===== src/rtl/us_timming_pkg.sv =====
// Shared types and widths for the us_timming transmit scheduler.
package us_timming_pkg;

    localparam int FLOW_W  = 128;
    localparam int GRANT_W = 3;

    typedef enum logic [2:0] {
        ST_IDLE      = 3'd0,
        ST_ARB       = 3'd1,
        ST_START     = 3'd2,
        ST_WAIT_DONE = 3'd3,
        ST_GAP       = 3'd4
    } state_t;

endpackage


===== src/rtl/us_timming_tx_scheduler_rr_pick.sv =====
// Combinational round-robin search: first eligible channel after ptr,
// wrapping around, with ptr itself checked last.
module rr_pick #(
    parameter int CH_NUM = 4,
    localparam int IW    = $clog2(CH_NUM)
) (
    input  logic [CH_NUM-1:0] elig,
    input  logic [IW-1:0]     ptr,
    output logic              hit,
    output logic [IW-1:0]     idx
);

    always_comb begin : search
        logic [IW:0] j;
        hit = 1'b0;
        idx = '0;
        j   = '0;
        for (int i = 1; i <= CH_NUM; i++) begin
            j = {1'b0, ptr} + (IW+1)'(i);
            if (j >= (IW+1)'(CH_NUM))
                j = j - (IW+1)'(CH_NUM);
            if (!hit && elig[j[IW-1:0]]) begin
                hit = 1'b1;
                idx = j[IW-1:0];
            end
        end
    end

endmodule


===== src/rtl/us_timming_tx_scheduler.sv =====
// Round-robin scheduler sharing one 128-bit transmit flow between
// CH_NUM request-driver channels, with timeout abort and inter-grant gap.
module us_timming_tx_scheduler
    import us_timming_pkg::*;
#(
    parameter int CH_NUM      = 4,
    parameter int CNT_W       = 12,
    parameter int TIMEOUT_CYC = 4096,
    parameter int GAP_CYC     = 4
) (
    input  logic                     sys_clk_i,
    input  logic                     rst_i,
    input  logic                     enable_i,
    input  logic                     flush_i,
    input  logic [CNT_W-1:0]         thresh_i,
    input  logic [CH_NUM-1:0]        ch_empty_i,
    input  logic [CH_NUM*CNT_W-1:0]  ch_cache_count_i,
    output logic [CH_NUM-1:0]        ch_start_trigger_o,
    input  logic [CH_NUM-1:0]        ch_done_pulse_i,
    input  logic [CH_NUM-1:0]        ch_flow_vld_i,
    input  logic [CH_NUM*FLOW_W-1:0] ch_flow_i,
    output logic                     flow_vld_o,
    output logic [FLOW_W-1:0]        flow_o,
    output logic [GRANT_W-1:0]       grant_id_o,
    output logic                     busy_o,
    output logic                     timeout_err_o,
    output logic [GRANT_W-1:0]       timeout_ch_o
);

    localparam int IW = $clog2(CH_NUM);
    localparam int TW = $clog2(TIMEOUT_CYC) + 1;
    localparam int GW = $clog2(GAP_CYC + 1);
    localparam logic [TW-1:0] TMR_LAST = TW'(TIMEOUT_CYC - 1);
    localparam logic [GW-1:0] GAP_LAST = GW'(GAP_CYC - 1);

    state_t            state;
    logic [IW-1:0]     ptr;
    logic [IW-1:0]     gnt;
    logic [TW-1:0]     tmr;
    logic [GW-1:0]     gap_cnt;
    logic [CH_NUM-1:0] elig;
    logic              hit;
    logic [IW-1:0]     idx;
    logic              sel_vld;
    logic [FLOW_W-1:0] sel_flow;
    logic              fwd_en;

    always_comb begin
        elig = '0;
        for (int k = 0; k < CH_NUM; k++)
            elig[k] = !ch_empty_i[k] &&
                      (flush_i ||
                       ch_cache_count_i[k*CNT_W +: CNT_W] >= thresh_i);
    end

    rr_pick #(.CH_NUM(CH_NUM)) u_pick (
        .elig (elig),
        .ptr  (ptr),
        .hit  (hit),
        .idx  (idx)
    );

    assign grant_id_o = GRANT_W'(gnt);

    always_ff @(posedge sys_clk_i or posedge rst_i) begin
        if (rst_i) begin
            state              <= ST_IDLE;
            ptr                <= IW'(CH_NUM - 1);
            gnt                <= '0;
            ch_start_trigger_o <= '0;
            busy_o             <= 1'b0;
            timeout_err_o      <= 1'b0;
            timeout_ch_o       <= '0;
            tmr                <= '0;
            gap_cnt            <= '0;
        end else begin
            timeout_err_o <= 1'b0;
            unique case (state)
                ST_IDLE: begin
                    if (enable_i && |elig)
                        state <= ST_ARB;
                end
                ST_ARB: begin
                    if (hit) begin
                        gnt                <= idx;
                        ptr                <= idx;
                        ch_start_trigger_o <= CH_NUM'(1) << idx;
                        busy_o             <= 1'b1;
                        state              <= ST_START;
                    end else begin
                        state <= ST_IDLE;
                    end
                end
                ST_START: begin
                    tmr   <= '0;
                    state <= ST_WAIT_DONE;
                end
                ST_WAIT_DONE: begin
                    // done is checked first so it wins over a same-cycle expiry
                    if (ch_done_pulse_i[gnt]) begin
                        ch_start_trigger_o <= '0;
                        busy_o             <= 1'b0;
                        gap_cnt            <= '0;
                        state              <= ST_GAP;
                    end else if (tmr == TMR_LAST) begin
                        ch_start_trigger_o <= '0;
                        busy_o             <= 1'b0;
                        timeout_err_o      <= 1'b1;
                        timeout_ch_o       <= GRANT_W'(gnt);
                        gap_cnt            <= '0;
                        state              <= ST_GAP;
                    end else if (tmr != '1) begin
                        tmr <= tmr + TW'(1);
                    end
                end
                ST_GAP: begin
                    if (gap_cnt == GAP_LAST)
                        state <= ST_IDLE;
                    else
                        gap_cnt <= gap_cnt + GW'(1);
                end
                default: state <= ST_IDLE;
            endcase
        end
    end

    assign sel_vld  = ch_flow_vld_i[gnt];
    assign sel_flow = ch_flow_i[int'(gnt)*FLOW_W +: FLOW_W];

    // the first GAP cycle is the one right after done; its flow still counts
    assign fwd_en = (state == ST_START) || (state == ST_WAIT_DONE) ||
                    ((state == ST_GAP) && (gap_cnt == '0));

    always_ff @(posedge sys_clk_i or posedge rst_i) begin
        if (rst_i) begin
            flow_vld_o <= 1'b0;
            flow_o     <= '0;
        end else begin
            flow_vld_o <= fwd_en && sel_vld;
            if (sel_vld)
                flow_o <= sel_flow;
        end
    end

endmodule


===== config.mk =====
export PLATFORM = sky130hd
export DESIGN_NAME = us_timming_tx_scheduler
export DESIGN_NICKNAME = d
export VERILOG_FILES = /design/src/rtl/us_timming_pkg.sv /design/src/rtl/us_timming_tx_scheduler_rr_pick.sv /design/src/rtl/us_timming_tx_scheduler.sv
export SDC_FILE = /design/constraint.sdc
export NUM_CORES = 1
export LEC_CHECK = 0
export CORE_AREA = 2 2 286 288
export DETAILED_ROUTE_END_ITERATION = 16
export DIE_AREA = 0 0 288 290
export DONT_BUFFER_PORTS = 1
export GPL_TIMING_DRIVEN = 0
export PLACE_DENSITY = 0.3
export SLEW_MARGIN = 20
export SYNTH_ARGS = -nofsm -noshare
export SYNTH_HDL_FRONTEND = slang
export SYNTH_HIERARCHICAL = 1
export SYNTH_SLANG_ARGS = --single-unit
export TNS_END_PERCENT = 100

===== constraint.sdc =====
create_clock -name sys_clk_i -period 6.05 [get_ports sys_clk_i]
set_input_delay 1.21 -clock sys_clk_i [delete_from_list [all_inputs] [get_ports sys_clk_i]]
set_output_delay 1.21 -clock sys_clk_i [all_outputs]
set_load 0.01 [all_outputs]

==> tab_implementation.tex, run 1 <==
\begin{tabular}{lr}
\hline
Metric & Value \\
\hline
\multicolumn{2}{l}{\textbf{Outcome}} \\
\quad Outcome & complete, no violations \\
\multicolumn{2}{l}{\textbf{Floorplanning}} \\
\quad Y dimension of the die & roughly 290 um \\
\quad Initial cell density of the core & about an eighth \\
\quad Core region area & about 80,000 sq um \\
\quad Placement Rows & 104 \\
\quad Top-level port count & about 730 \\
\quad Die area & 83,500 sq um \\
\quad Chip Width & 288 um \\
\multicolumn{2}{l}{\textbf{Layout}} \\
\quad Signed area change from the synthesized netlist to the final layout & 19.4\% \\
\quad Finished Cell Area & 12,400 sq um \\
\quad Total number of nets in the final design & 1,384 \\
\quad Count of non-filler cells in the finished layout & 1,830 \\
\quad Share of layout cells above drive strength 1 & 27.1\% \\
\multicolumn{2}{l}{\textbf{Yosys}} \\
\quad Leading post-synthesis cells by cell area & dfrtp\_1, mux4\_2, mux2\_1 \\
\quad Total of warnings raised by yosys & 6 \\
\quad Avg Inst Size Synth & 14.4 sq um \\
\quad Most used flip-flop cell after synthesis & dfrtp\_1 \\
\quad Seq/Total Area, Yosys & 38.5\% \\
\quad Yosys cell types & 49 \\
\quad Cell type with the largest total area after synthesis & dfrtp\_1 \\
\quad Area share of the largest cell type after synthesis & 38.0\% \\
\quad Post-synth ARST share & 100\% \\
\quad EDFF count, synth & 0 \\
\quad Total of flip-flops plus latches after synthesis & 160 \\
\quad Post-synthesis cell count & between 700 and 800 \\
\quad Post-synth design cell area & 10,400 sq um \\
\multicolumn{2}{l}{\textbf{Timing}} \\
\quad Total negative slack for setup checks & 0 ns \\
\quad Number of setup violations in the final report & 0 \\
\quad Maximum clock frequency & a little over 0.3 GHz \\
\quad Final period util & a little over half \\
\quad Unrepaired setup endpoints after global routing & false \\
\quad Total count of max-transition violations in the final report & 0 \\
\quad Post-layout min period & 3.30 ns \\
\quad Worst Max-Slew Pin Slew & 0.839 ns \\
\quad Number of endpoints with negative hold slack in the final report & 0 \\
\quad Relative slew margins & 44.1\% \\
\quad Maximum clock skew at final layout & 0.0103 ns \\
\multicolumn{2}{l}{\textbf{Power}} \\
\quad Cell leakage power & 4.60 nW \\
\quad P per Cell Area & between 400 and 500 nW/um\^{}2 \\
\quad Maximum vdd drop & 0.000178 V \\
\multicolumn{2}{l}{\textbf{Detailed routing}} \\
\quad Average vias per placed instance & 3.89 \\
\quad Average wire per standard cell & 24.9 um \\
\quad Number of antenna-violating nets in the routed design & 0 \\
\quad DRC & 0 \\
\quad Detailed-router iteration count before antenna repair & 4 \\
\quad Count of vias placed by the detailed router & 7,117 \\
\quad Final wirelength & 45,500 um \\
\quad Initial DRC count & 412 \\
\multicolumn{2}{l}{\textbf{Placed design}} \\
\quad Dpl cells & between 1,500 and 2,000 \\
\quad Placed cell areas & 11,800 sq um \\
\quad Estimated wirelength of the detail-placed design & $\sim$37,000 um \\
\quad Routability Congestion & 0.868 \\
\quad Port Buf Inserts & 0 \\
\multicolumn{2}{l}{\textbf{CTS}} \\
\quad Clock transition at the register clock pins on the worst setup and hold paths after CTS & 0.07 ns \\
\quad Clock tree from TritonCTS & yes \\
\quad CTS-repair resized insts & 0 \\
\quad CTS Hold Bufs & 0 \\
\quad Post-CTS setup-driven buffer insertion count & 0 \\
\quad Maximum clock path buffer count & 2 \\
\quad Clock network latency to the later pin of the worst-skew pair & 0.47 ns \\
\quad Clock sinks & 160 \\
\quad Number of buffers created by CTS & 17 \\
\quad H-tree depth & 4 \\
\quad Library cell used as clock root buffer & clkbuf\_16 \\
\multicolumn{2}{l}{\textbf{Min path}} \\
\quad Source of the worst hold timing path & ptr[0] \\
\quad Worst hold path class & reg2reg \\
\multicolumn{2}{l}{\textbf{Critical path}} \\
\quad Data required time of the critical path & 6.41 ns \\
\quad CP Capture Type & register \\
\quad Crit path kind & in2reg \\
\quad Arrival time reported for the critical path endpoint & 3.66 ns \\
\quad Peak fanout along the critical path & 8 \\
\quad Type of element launching the critical path & input pin \\
\quad First element of the critical path & thresh\_i[2] \\
\quad Beginning of the worst register-to-register path & gnt[1] \\
\multicolumn{2}{l}{\textbf{Global routing}} \\
\quad Number of antenna violations at the first check in global routing & 26 \\
\quad Largest net degree at the start of global routing & between 80 and 90 \\
\quad Global-route wire length before repair & 61,700 um \\
\quad Total global routing track utilization & 10.6\% \\
\quad Total overflow reported by the global router & 0 \\
\quad Number of global-route vias before repair & about 7,900 \\
\multicolumn{2}{l}{\textbf{Run}} \\
\quad Total of max-cap violations & 0 \\
\hline
\end{tabular}
[power by group]
part	internal, mW	switching (mW)
Combinational	1.34	1.38
Sequential	1.59	0.685
Clock	0.595	0.548
Total	3.53	2.61
[logic make-up (layout without fill, tap and decap cells)]
family	Yosys count	in the layout	synth area share (%)
muxes	262	262	42.4
DFF	160	160	38.5
and+or+nand+nor	115	115	5.59
buffers and inverters	70	104	2.97
adders and majority gates	52	52	6.25
AOI/OAI and AO/OA	52	52	3.44
xor gates and xnor gates	10	10	0.841
other	1	15	0.0360
[through the flow]
stage / hold WS (ns) / worst slack [ns] / utilization [%] / power, mW
floorplan: 0.437 / 0.523 / - / 4.10
detailed placement: 0.473 / 2.24 / 14.7 / 5.12
global route: 0.529 / 2.57 / 15.5 / 6.60
CTS: 0.489 / 2.78 / 15.5 / 6.34
global placement: 0.480 / -2.09 / 14.6 / 5.11
finish: 0.485 / 2.75 / 15.5 / 6.14
[worst max-delay path: stages]
cell	delay, ns
inv_1	0.07
ha_1	0.31
nand2_1	0.05
o21ai_1	0.16
a41oi_1	0.19
o32ai_1	0.60
nor2_1	0.08
nand2_1	0.13
nand3_1	0.28
and2_1	0.34
a32o_1	0.21
[path summary, 6_finish.rpt]
kind | end | slack [ns] | depth (start not counted)
max | ch_start_trigger_o[3] | 2.75 | 11
min | ptr[0] | 0.49 | 2
max reg2reg | flow_o[64] | 3.02 | 6
min reg2reg | ptr[0] | 0.49 | 2
max in group asynchronous | flow_o[109] | 4.54 | 2
min in group asynchronous | flow_o[51] | 0.62 | 1
[per-layer routing]
layer / up-vias / GRT usage (%) / part of all wire (%)
met5: - / 0 / 0.16
met3: 58 / 4.08 / 10
met1: 3626 / 12.1 / 37
li1: 2909 / - / -
met4: 14 / 3.65 / 1.9
met2: 510 / 18.0 / 50
[layout by cell type (no fill, tap or decap), types with 4 or more instances in the layout]
master and count:
diode_2 13, nor3_1 4, a21oi_1 19, clkbuf_16 17, o21ai_1 4, mux4_2 130
inv_8 4, nand2b_1 6, nand4_1 10, nand2_1 34, o22ai_1 5, ha_1 52
mux2_1 130, buf_2 25, dfrtp_1 158, a41oi_1 4, a2111oi_0 4, nand3_1 17
clkbuf_1 16, nor2_1 22, xor2_1 10, nor2b_1 6, clkbuf_2 5, inv_1 20
[registers in the layout (all words and copies together) (netlist names)]
| register | flops |
|---|---|
| ptr | 2 |
| ch_start_trigger_o | 4 |
| timeout_err_o | 1 |
| gnt | 2 |
| gap_cnt | 3 |
| tmr | 13 |
| flow_o | 128 |
| state | 3 |
| busy_o | 1 |
| flow_vld_o | 1 |
| timeout_ch_o | 2 |
[synth_stat cells, types with 2 or more instances]
master,instances
a2111oi_0,4
a21o_1,2
a21oi_1,19
a22o_1,3
a41oi_1,4
and2_1,3
and3_1,2
buf_2,25
buf_4,2
clkbuf_1,20
dfrtp_1,158
dfstp_2,2
ha_1,52
inv_1,21
mux2_1,130
mux4_2,130
nand2_1,34
nand2b_1,6
nand3_1,17
nand4_1,10
nor2_1,22
nor2b_1,6
nor3_1,4
o21ai_0,3
o21ai_1,4
o22ai_1,5
or3_1,3
xor2_1,10
[cell type report]
cell class                 instances  area (sq um)
fill                            8970         67700
multi-input combinational        493          6100
sequential                       160          4010
tap                             1060          1330
clock buffer                      19           443
buffer                            48           233
clock inverter                    13           148
inverter                          22          90.1
timing repair buffer               2          55.1
antenna                           13          32.5
(Power assumes the default switching activity.)
==> run 2: changes to the inputs <==
==> constraint.sdc (replaced) <==
create_clock -name sys_clk_i -period 3.25 [get_ports sys_clk_i]
set_input_delay 0.65 -clock sys_clk_i [delete_from_list [all_inputs] [get_ports sys_clk_i]]
set_output_delay 0.65 -clock sys_clk_i [all_outputs]
set_load 0.01 [all_outputs]
==> tab_implementation.tex, run 2 (synthesized netlist as in run 1, its figures left out) <==
\begin{tabular}{lr}
\hline
Metric & Value \\
\hline
\multicolumn{2}{l}{\textbf{Critical path}} \\
\quad Arrival time reported for the critical path endpoint & 3.44 ns \\
\quad Type of element launching the critical path & register \\
\quad Crit path kind & reg2reg \\
\quad Reg-to-Reg End & flow\_o[9] \\
\quad First element of the critical path & gnt[1] \\
\quad Worst reg2reg path depth & 6 \\
\quad Critical Path Sink & flow\_o[9] \\
\quad Data required time of the critical path & 3.61 ns \\
\quad Beginning of the worst register-to-register path & gnt[1] \\
\quad FF-to-FF setup slack & 0.17 ns \\
\quad Peak fanout along the critical path & 10 \\
\quad CP Capture Type & register \\
\multicolumn{2}{l}{\textbf{Power}} \\
\quad Maximum vdd drop & 0.000363 V \\
\quad P per Cell Area & 908 nW/um\^{}2 \\
\quad Cell leakage power & 4.63 nW \\
\multicolumn{2}{l}{\textbf{Floorplanning}} \\
\quad Die area & 83,500 sq um \\
\quad Initial cell density of the core & around 13\% \\
\quad Chip Width & 288 um \\
\quad Placement Rows & about 100 \\
\quad Top-level port count & around 730 \\
\quad Y dimension of the die & 290 um \\
\quad Core region area & 80,200 sq um \\
\multicolumn{2}{l}{\textbf{CTS}} \\
\quad Maximum clock path buffer count & 2 \\
\quad Library cell used as clock root buffer & clkbuf\_16 \\
\quad Post-CTS setup-driven buffer insertion count & 0 \\
\quad Clock transition at the register clock pins on the worst setup and hold paths after CTS & 0.08 ns \\
\quad Clock tree from TritonCTS & yes \\
\quad CTS Hold Bufs & 0 \\
\quad Number of buffers created by CTS & 17 \\
\quad H-tree depth & 4 \\
\quad Clock sinks & 160 \\
\quad CTS-repair resized insts & 1 \\
\quad Clock network latency to the later pin of the worst-skew pair & 0.50 ns \\
\multicolumn{2}{l}{\textbf{Detailed routing}} \\
\quad Average wire per standard cell & approximately 25 um \\
\quad Initial DRC count & between 300 and 400 \\
\quad Average vias per placed instance & 3.85 \\
\quad Count of vias placed by the detailed router & 7,084 \\
\quad DRC & 0 \\
\quad Number of antenna-violating nets in the routed design & 0 \\
\quad Final wirelength & 46,500 um \\
\quad Detailed-router iteration count before antenna repair & 4 \\
\multicolumn{2}{l}{\textbf{Placed design}} \\
\quad Estimated wirelength of the detail-placed design & 39,500 um \\
\quad Routability Congestion & approximately 0.86 \\
\quad Setup WS pre-CTS & -0.0289 ns \\
\quad Port Buf Inserts & 0 \\
\multicolumn{2}{l}{\textbf{Global routing}} \\
\quad Global routing met2 resource utilization & about 18\% \\
\quad Total global routing track utilization & 10.9\% \\
\quad Layer with the highest usage & met2 \\
\quad Largest net degree at the start of global routing & 31 \\
\quad Global Route met1 Usage & 11.8\% \\
\quad Global-route wire length before repair & 62,500 um \\
\quad Met3 usage & under 10\% \\
\quad Total overflow reported by the global router & 0 \\
\quad Number of global-route vias before repair & approximately 8,000 \\
\quad Number of antenna violations at the first check in global routing & 43 \\
\multicolumn{2}{l}{\textbf{Timing}} \\
\quad Unrepaired setup endpoints after global routing & false \\
\quad Relative slew margins & 47.9\% \\
\quad Maximum clock skew at final layout & 0.0357 ns \\
\quad Total count of max-transition violations in the final report & 0 \\
\quad Maximum clock frequency & 0.325 GHz \\
\quad Final period util & 94.7\% \\
\quad Number of endpoints with negative hold slack in the final report & 0 \\
\quad Post-layout min period & between 3 and 4 ns \\
\quad Final setup slack of the worst path & 0.173 ns \\
\quad Number of setup violations in the final report & 0 \\
\quad Worst Max-Slew Pin Slew & 0.781 ns \\
\multicolumn{2}{l}{\textbf{Layout}} \\
\quad Utilization after layout & 15.6\% \\
\quad Total number of nets in the final design & 1,389 \\
\quad Signed area change from the synthesized netlist to the final layout & 20.4\% \\
\quad Reg with most FFs & flow\_o \\
\quad Number of fill cells & 8,923 \\
\quad Share of layout cells above drive strength 1 & 27.7\% \\
\quad Leading registers by flop count & flow\_o: 128 flops, tmr: 13 flops, ch\_start\_trigger\_o: 4 flops \\
\quad Most frequent standard cell in the layout excluding fill and tap cells & dfrtp\_1 \\
\quad Highest-count cells in the layout ignoring fill and taps & dfrtp\_1, mux4\_2, mux2\_1 \\
\quad Number of flip-flops under the largest register name & 128 \\
\multicolumn{2}{l}{\textbf{Outcome}} \\
\quad Outcome & complete, no violations \\
\multicolumn{2}{l}{\textbf{Min path}} \\
\quad Worst hold path class & in2async \\
\multicolumn{2}{l}{\textbf{Run}} \\
\quad Total of max-cap violations & 0 \\
\hline
\end{tabular}
run 2: critical path, stage by stage, from the launching register on:
cell      delay [ns]
dfrtp_1         0.41
clkbuf_1        0.54
clkbuf_2        0.44
buf_16          0.19
clkbuf_1        0.57
mux4_2          0.48
mux2_1          0.32
run 2: worst min path at each step:
stage,end,cells after the start
2_1_floorplan,timeout_err_o,1
3_3_place_gp,ptr[0],2
3_5_place_dp,ptr[0],2
4_1_cts,flow_o[11],1
5_1_grt,flow_o[14],1
6_report,flow_o[14],1
run 2: per-layer routing:
metal,share of wire [%],vias up
met5,0.32,-
met4,3.3,24
met3,11,75
met2,48,469
met1,37,3593
li1,-,2923
run 2: per-stage QoR:
stage / power, mW / hold WS [ns] / instance area [sq um] / std cells / TNS (ns)
6_report: 11.4 / 0.119 / 12500 / 1842 / 0
5_1_grt: 12.3 / 0.125 / 12500 / 1839 / 0
4_1_cts: 11.8 / 0.0857 / 12500 / 1822 / 0
3_5_place_dp: 9.58 / 0.480 / 11900 / 1790 / -0.0363
3_3_place_gp: 9.50 / 0.476 / 11700 / 1783 / -166.08
2_1_floorplan: 7.63 / 0.437 / 10400 / 723 / 0
run 2: cell type report:
cell class	count	area [sq um]	area share [%]
Multi-Input combinational cell	493	6100	48.7
Sequential cell	160	4010	32.0
Tap cell	1060	1330	10.6
Clock buffer	17	425	3.39
Buffer	48	233	1.86
Timing Repair Buffer	7	155	1.24
Clock inverter	15	151	1.21
Inverter	22	86.3	0.689
Antenna cell	20	50.0	0.399
run 2: report_power, final:
part	leakage, nW	internal [mW]	switching (mW)
clock network	0.275	1.02	1.05
logic	2.44	2.54	2.53
registers	1.91	2.96	1.28
==> run 3: changes to the inputs <==
--- a/config.mk
+++ b/config.mk
@@ -11,6 +11,7 @@
 export DONT_BUFFER_PORTS = 1
 export GPL_TIMING_DRIVEN = 0
 export PLACE_DENSITY = 0.3
+export SKIP_LAST_GASP = 1
 export SLEW_MARGIN = 20
 export SYNTH_ARGS = -nofsm -noshare
 export SYNTH_HDL_FRONTEND = slang
==> results of run 3 <==
No change in the layout: final DEF, timing and power equal those of run 2.
